**src/rtl/slip_clock_phase_gen.sv**
```systemverilog
// slip_clock_phase_gen: divides MasterClock into clkOut with edge strobes,
// an aligned active-low preset release and a stop/ack park handshake.
//
// Ports:
//   MasterClock  in   only clock, all state on its rising edge
//   resetL       in   asynchronous active-low reset
//   stopReq      in   level request to park clkOut low
//   stopAck      out  high while clkOut is parked
//   clkOut       out  divided clock, DIV_HALF cycles per half-period
//   riseStb      out  first cycle with clkOut==1
//   fallStb      out  first cycle with clkOut==0 after a fall
//   presetL      out  active-low preset for downstream storage cells
//   phaseCount   out  cycles elapsed in the current phase
module slip_clock_phase_gen #(
    parameter int DIV_HALF    = 2,
    parameter int CNT_W       = 4,
    parameter int PRESET_HOLD = 8
) (
    input  logic             MasterClock,
    input  logic             resetL,
    input  logic             stopReq,
    output logic             stopAck,
    output logic             clkOut,
    output logic             riseStb,
    output logic             fallStb,
    output logic             presetL,
    output logic [CNT_W-1:0] phaseCount
);
    typedef enum logic [1:0] {RUN_LOW, RUN_HIGH, STOPPED} state_t;
    localparam logic [CNT_W-1:0] LP_LAST = CNT_W'(DIV_HALF - 1);
    localparam logic [CNT_W-1:0] LP_HOLD = CNT_W'(PRESET_HOLD);
    state_t           r_state, w_state_nxt;
    logic             r_run;
    logic [CNT_W-1:0] r_hold, w_hold_nxt, w_phase_nxt;
    logic             w_last, w_clk_nxt, w_rise_nxt, w_fall_nxt, w_ack_nxt, w_preset_nxt;
    assign w_last = phaseCount == LP_LAST;
    // r_run is clear only until the first edge after reset; that edge is
    // cycle 0, the first low-phase cycle, so nothing but r_run advances on it.
    assign w_hold_nxt = (r_run && r_hold != LP_HOLD) ? r_hold + 1'b1 : r_hold;
    always_comb begin
        w_state_nxt  = r_state;
        w_phase_nxt  = phaseCount + 1'b1;
        w_clk_nxt    = clkOut;
        w_rise_nxt   = 1'b0;
        w_fall_nxt   = 1'b0;
        w_ack_nxt    = stopAck;
        w_preset_nxt = presetL;
        if (!r_run) begin
            w_phase_nxt = '0;
        end else begin
            case (r_state)
                RUN_LOW: begin
                    if (w_last) begin
                        w_phase_nxt = '0;
                        // a stop is only taken after a full low phase, so no runt low
                        if (presetL && stopReq) begin
                            w_state_nxt = STOPPED;
                            w_ack_nxt   = 1'b1;
                        end else begin
                            w_state_nxt = RUN_HIGH;
                            w_clk_nxt   = 1'b1;
                            w_rise_nxt  = 1'b1;
                        end
                    end
                end
                RUN_HIGH: begin
                    if (w_last) begin
                        w_phase_nxt = '0;
                        w_state_nxt = RUN_LOW;
                        w_clk_nxt   = 1'b0;
                        w_fall_nxt  = 1'b1;
                        // release preset only on a fall, half a period from any rise
                        if (w_hold_nxt == LP_HOLD) w_preset_nxt = 1'b1;
                    end
                end
                STOPPED: begin
                    w_phase_nxt = '0;
                    if (!stopReq) begin
                        w_state_nxt = RUN_HIGH;
                        w_clk_nxt   = 1'b1;
                        w_rise_nxt  = 1'b1;
                        w_ack_nxt   = 1'b0;
                    end
                end
                default: begin
                    w_state_nxt = RUN_LOW;
                    w_phase_nxt = '0;
                    w_clk_nxt   = 1'b0;
                    w_ack_nxt   = 1'b0;
                end
            endcase
        end
    end
    always_ff @(posedge MasterClock or negedge resetL) begin
        if (!resetL) begin
            r_state    <= RUN_LOW;
            r_run      <= 1'b0;
            r_hold     <= '0;
            phaseCount <= '0;
            clkOut     <= 1'b0;
            riseStb    <= 1'b0;
            fallStb    <= 1'b0;
            stopAck    <= 1'b0;
            presetL    <= 1'b0;
        end else begin
            r_state    <= w_state_nxt;
            r_run      <= 1'b1;
            r_hold     <= w_hold_nxt;
            phaseCount <= w_phase_nxt;
            clkOut     <= w_clk_nxt;
            riseStb    <= w_rise_nxt;
            fallStb    <= w_fall_nxt;
            stopAck    <= w_ack_nxt;
            presetL    <= w_preset_nxt;
        end
    end
endmodule

```
**config.mk**
```make
export PLATFORM = sky130hd
export DESIGN_NAME = slip_clock_phase_gen
export DESIGN_NICKNAME = d
export VERILOG_FILES = /design/src/rtl/slip_clock_phase_gen.sv
export SDC_FILE = /design/constraint.sdc
export NUM_CORES = 1
export LEC_CHECK = 0
export ABC_AREA = 1
export CORE_ASPECT_RATIO = 2
export CORE_MARGIN = 4
export CORE_UTILIZATION = 30
export DETAILED_ROUTE_END_ITERATION = 10
export DONT_BUFFER_PORTS = 1
export SLEW_MARGIN = 20
export SYNTH_ARGS = -nofsm -noshare
export SYNTH_HDL_FRONTEND = slang
export SYNTH_SLANG_ARGS = --single-unit
```
**constraint.sdc**
```tcl
create_clock -name MasterClock -period 1.35 [get_ports MasterClock]
set_input_delay 0.27 -clock MasterClock [delete_from_list [all_inputs] [get_ports MasterClock]]
set_output_delay 0.27 -clock MasterClock [all_outputs]
set_load 0.05 [all_outputs]
```
==> results of run 1 <==
per-stage QoR:
stage	power, µW	TNS (ps)	hold slack, ps	utilization (%)
CTS	2310	0	306	37.0
finish	2390	0	298	38.9
detailed placement	1850	0	-25.1	34.2
global route	2570	-33.1	313	38.9
global placement	1810	0	-25.1	34.2
floorplan	1630	0	-25.6	-
area by class of cell:
type                    instances  area, µm²  area share [%]
repair buffers                 10       77.6            7.77
flip-flops and latches         16        404            40.5
well taps                      28       35.0            3.51
clock buffers                   4       55.1            5.51
multi-input cells              65        389            39.0
inverters                      10       37.5            3.76
worst max path at each step:
stage	start	cells past startpoint	end	slack, ps
after floorplan	phaseCount[3]	6	clkOut	6
after global placement	r_hold[0]	9	presetL	70
after detailed placement	r_hold[0]	9	presetL	6
after CTS	r_hold[1]	10	presetL	10
after global routing	r_hold[1]	10	presetL	-30
final	r_hold[0]	10	presetL	50
report_power, final:
part	switching, µW	total, µW	leakage [µW]	internal [µW]
clock	160	419	0.0000288	259
sequential	351	995	0.000204	645
combinational	602	972	0.000266	369
worst max-delay path: cells and delay by family, from the launching register on:
family        cells  cell delay, ps
simple gates      7             550
flops             1             390
fa+ha+maj         1             180
buf+inv           2             130
routing by layer:
| layer | vias to the layer above | track usage, % | share of wire [%] |
|---|---|---|---|
| li1 | 318 | - | - |
| met1 | 324 | 8.54 | 35 |
| met2 | 16 | 19.0 | 56 |
| met3 | 5 | 3.07 | 5.5 |
| met4 | 0 | 7.55 | 2.9 |
| met5 | - | 0 | 0 |
timing repair:
action | 4_1_cts | 5_1_grt
endpoints found under the hold margin | 16 | 0
setup buffers | 1 | 3
pin swaps | 0 | 3
gates resized for setup | 0 | 6
endpoints found under the setup margin | 1 | 5
hold buffers | 1 | 0
cells in the final DEF (no fill, tap or decap):
| cell type | count |
|---|---|
| nand2_1 | 26 |
| dfrtp_1 | 13 |
| nand3_1 | 10 |
| buf_4 | 9 |
| inv_1 | 6 |
| nor2_1 | 6 |
| inv_2 | 4 |
| nor2_2 | 4 |
| clkbuf_8 | 4 |
| nand4_1 | 3 |
| ha_1 | 3 |
| dfrtp_2 | 3 |
| nand3_2 | 2 |
| nand2_4 | 2 |
| xnor2_1 | 1 |
| xor2_1 | 1 |
| o21ai_4 | 1 |
| a31oi_1 | 1 |
| nand4_2 | 1 |
| a21oi_2 | 1 |
| o21ai_0 | 1 |
| ha_4 | 1 |
| dlygate4sd3_1 | 1 |
| conb_1 | 1 |
registers in the layout, indices dropped and copies added, names as in the netlist:
signal	flops
phaseCount	4
r_hold	4
r_state	2
clkOut	1
fallStb	1
presetL	1
r_run	1
riseStb	1
stopAck	1
kinds of logic (layout without fill, tap and decap cells):
| logic type | count (synthesis) | after routing | share of synthesized area, % |
|---|---|---|---|
| AND/OR/NAND/NOR | 54 | 54 | 31.7 |
| other | 1 | 1 | 0.463 |
| flip-flops | 16 | 16 | 49.5 |
| buffers and inverters | 11 | 24 | 5.56 |
| adder cells (fa/ha/maj) | 4 | 4 | 6.18 |
| XOR/XNOR | 2 | 2 | 2.16 |
| AO/OA/AOI/OAI | 4 | 4 | 4.48 |
==> results.cfg, run 1 <==
[status]
status = finished, final reports clean

[clock_tree]
cts.sinks = 16
clock_latency_ps = 250
cts_tree = yes
htreeDepth = 1
cts_buffer_depth = 2
root_buffer = clkbuf_8
clkTransAtPathRegs_ps = 60
numCtsBuffers = 3

[routing]
wl_per_cell_um = 12.2
wl_um = 1620
initialDrtViolationCount = 12
drc = 0
drtPass1Iterations = 4
postRouteAntennaNets = 0
avgViaCountPerCell = 4.98
route.vias.total = 663

[logic_synthesis]
yosysUniqueCellTypes = 20
synth_common_cells = 26 x nand2_1, 16 x dfrtp_1, 10 x nand3_1
ys_warn_count = 0
syn_avg_cell_area_um2 = 8.80
yosysTopAreaCell = dfrtp_1
synthCells = 92
synth_top_area_share_pct = 49.5
synth_seq_area_share_pct = 49.5
synth-edff-count = 0
synthFlopType = dfrtp_1
yosys-top-cells-area = dfrtp_1 49%, nand2_1 12%, ha_1 6.2%
ys_seq_elements = 16
yosysMostFrequentCell = nand2_1
syn-num-nets = 99
async_reset_ff_share_pct = 100
syn_area_um2 = 810

[power]
power_per_cell_area_nw_per_um2 = 2390
p_leak_uw = 0.000499
vdd_drop_max_mv = 1.14

[global_route]
grt_pass1_wl_um = 2760
antenna_found_initial = 0
grt_pass1_vias = 679
grt_usage_pct = 10.3
grt_max_degree = 17
gr-total-overflow = 0

[layout]
drive_gt1_share_pct = 30.5
design_area_um2 = 998
areaGrowthSynthToFinish_pct = 23.3
diodes = 0
nNetsFinal = 113
final_cells = 133
nFillCells = 262

[critical_path]
r2r_cells = 10
crit_chain = inv_1 -> ha_1 -> nand3_2 -> nand2_4 -> inv_2 -> nand2_1 -> nand2_1 -> nor2_1 -> nand2_1 -> nand2_1
cp_slowest_cell = dfrtp_1
required_ps = 1540
worst_path_largest_cell_delay_ps = 390
cp-end-kind = flip-flop
critPathLaunchType = flip-flop
r2r-start = r_hold[0]
cp_common_cell = nand2_1
cp.arrival_ps = 1500
crit_path_max_fanout = 5
setup.worst_path.class = flip-flop to flip-flop
r2r_slack_ps = 50
timing.rr.end = presetL

[timing]
slew_headroom_pct = 52.0
rsz0062_at_grt = yes
tightestPinTransition_ps = 718
hold_viol = 0
fin_crit_sh_pct = 96.5
layout_setup_ws_ps = 46.6
setup_viol = 0
clock.fmax_mhz = 767
drv_slew = 0
fin_skew_ps = 1.23
fin_crit_ps = 1300

[die]
pin_count = 12
fp.dieH_um = 81.5
die_area_um2 = 3640
core-area_um2 = 2570
fp.dieW_um = 44.7
initial_utilization_pct = 31.5
std_cell_rows = 26

[place]
placed_area_um2 = 878
numPortBuffers = 0
dp_slack_ps = 5.84
place_congestion = 0.800
dp_cells = 124
dpl.hpwl_um = 1240

[worst_hold_path]
min_from = stopReq
whs_endpoint = clkOut
hold_class = primary input to flip-flop
worstHoldPathCells = 4

[job]
drv_cap = 0
Note: power is estimated with default switching activity, not from simulation.
==> inputs of run 2 (changes only) <==
- CORE_MARGIN: 4 -> 2
==> run 2 against run 1 <==
Compared with the run above:
- critical path depth decreased by 3
- register-to-register slack improved by 30 ps
- largest power group is now combinational logic
- non-clock buffer count decreased by 1
- clock power decreased by 1%
- hold slack improved by 13 ps
- die area decreased by 13%
- final cell count decreased by 0.75%
- via count decreased by 0.75%
- clock skew about the same
- fmax increased by 2.5%
==> results.cfg, run 2 (synthesis gave the netlist of run 1 again) <==
[routing]
wl_met1_um = 614
avgViaCountPerCell = 4.98
drtPass1Iterations = 4
drc = 0
wl_um = 1740
route.vias.total = 658
wl_per_cell_um = 13.2
wl_met2_um = 1030
wl_met3_um = 75
highest_layer = met4
postRouteAntennaNets = 0
initialDrtViolationCount = 15

[clock_tree]
cts.sinks = 16
root_buffer = clkbuf_8
clkTransAtPathRegs_ps = 60
cts_buffer_depth = 2
cts_tree = yes
numCtsBuffers = 3
clock_latency_ps = 240
htreeDepth = 1

[die]
core-area_um2 = 2570
fp.dieH_um = 77.5
fp.dieW_um = 40.7
pin_count = 12
std_cell_rows = 26
die_area_um2 = 3150
initial_utilization_pct = 31.5

[worst_hold_path]
min_from = stopReq
whs_endpoint = riseStb
hold_class = primary input to flip-flop
worstHoldPathCells = 3

[timing]
slew_headroom_pct = 51.7
layout_setup_ws_ps = 77.9
fin_crit_sh_pct = 94.2
tightestPinTransition_ps = 722
setup_viol = 0
drv_slew = 0
tns_ps = 0
fin_crit_ps = 1270
fin_skew_ps = 0.772
hold_viol = 0
clock.fmax_mhz = 786

[layout]
design_area_um2 = 1030
areaGrowthSynthToFinish_pct = 27.2
drive_gt1_share_pct = 39.4
diodes = 0
final_common_cell = nand2_1
fin_util_pct = 40.1
reg.largest.list = phaseCount (4), r_hold (4), r_state (2)
nNetsFinal = 112
final_cell_mix = 23 x nand2_1, 10 x nand3_1, 10 x dfrtp_1

[critical_path]
cp_common_cell = nand2_1
worst_path_largest_cell_delay_ps = 410
crit_chain = inv_2 -> ha_4 -> nand2_4 -> o21ai_4 -> nand4_1 -> nand2_1 -> nand2_1
cp_slowest_cell = dfrtp_2
timing.rr.end = clkOut
cp-end-kind = flip-flop
r2r_cells = 7
required_ps = 1490
r2r_slack_ps = 80
setup.worst_path.class = flip-flop to flip-flop
critPathLaunchType = flip-flop
cp.arrival_ps = 1410
r2r-start = phaseCount[1]
crit_path_max_fanout = 5

[global_route]
grt_usage_pct = 12.6
antenna_found_initial = 0
grt_max_degree = 17
gr-total-overflow = 0
grt_pass1_wl_um = 2780
grt_pass1_vias = 645

[job]
drv_cap = 0

[place]
numPortBuffers = 0
dp_slack_ps = 53.1
dpl.hpwl_um = 1190
placed_area_um2 = 878
place_congestion = 0.773

[power]
p_leak_uw = 0.000490
power_per_cell_area_nw_per_um2 = 2410
vdd_drop_max_mv = 1.24

[status]
status = finished, final reports clean
run 2: cell types whose count changed in the layout (fill, tap and decap cells not counted), moves of 3 or more:
cell,change
dfrtp_1,-3
dfrtp_2,+3
nand2_1,-3
nand2_2,+3
run 2: metal layers:
layer	GRT usage, %	vias to the layer above
met4	3.00	0
met3	3.14	2
li1	-	316
met1	14.1	324
met5	0	-
met2	21.9	16
run 2: worst max path at each step:
stage	end	depth (start not counted)	from	slack, ps
6_report	clkOut	7	phaseCount[1]	80
5_1_grt	presetL	10	r_hold[0]	-6
4_1_cts	presetL	9	r_hold[0]	30
3_5_place_dp	presetL	9	r_hold[0]	50
3_3_place_gp	presetL	10	r_hold[0]	80
2_1_floorplan	clkOut	6	phaseCount[3]	6
run 2: layout make-up:
| cell class | instances | area [µm²] |
|---|---|---|
| Sequential cell | 16 | 408 |
| Tap cell | 28 | 35.0 |
| Multi-Input combinational cell | 65 | 424 |
| Fill cell | 258 | 1540 |
| Timing Repair Buffer | 9 | 70.1 |
| Inverter | 10 | 37.5 |
| Clock buffer | 4 | 55.1 |
run 2: report_power, final:
group | total, µW | switching [µW] | leakage [µW] | internal, µW
sequential | 1030 | 377 | 0.000201 | 651
combinational | 1040 | 636 | 0.000261 | 402
clock | 413 | 154 | 0.0000288 | 258
total | 2480 | 1170 | 0.000490 | 1310
run 2: what timing repair did:
item | in CTS | in global routing
buffers inserted | 0 | 3
setup endpoints to repair | 0 | 4
hold endpoints to repair | 16 | 0
gates resized for setup | 0 | 19
hold buffers | 1 | 0
run 2: worst max-delay path, delay by kind of cell (launching register included):
kind	cells	cell delay, ps
DFF	1	410
and+or+nand+nor	4	350
adders and majority gates	1	130
buffers and inverters	1	60
AOI/OAI and AO/OA	1	220
run 2: metrics by stage:
step	std cells	total power (µW)	hold WS [ps]
after global routing	132	2680	331
after global placement	124	1820	-25.2
final	132	2480	311
after detailed placement	124	1850	-25.2
after floorplan	92	1630	-25.6
after CTS	129	2280	306
==> inputs of run 3 (changes only) <==
--- a/config.mk
+++ b/config.mk
@@ -13,2 +13,3 @@
 export DONT_BUFFER_PORTS = 1
+export SKIP_LAST_GASP = 1
 export SLEW_MARGIN = 20
==> constraint.sdc (replaced) <==
create_clock -name MasterClock -period 1.35 [get_ports MasterClock]
set_input_delay 0.135 -clock MasterClock [delete_from_list [all_inputs] [get_ports MasterClock]]
set_output_delay 0.135 -clock MasterClock [all_outputs]
set_load 0.05 [all_outputs]
==> results of run 3 <==
Same layout as run 2 (identical final DEF). Status: finished, final reports clean.
Main changes from that run: hold slack 311 ps -> 176 ps
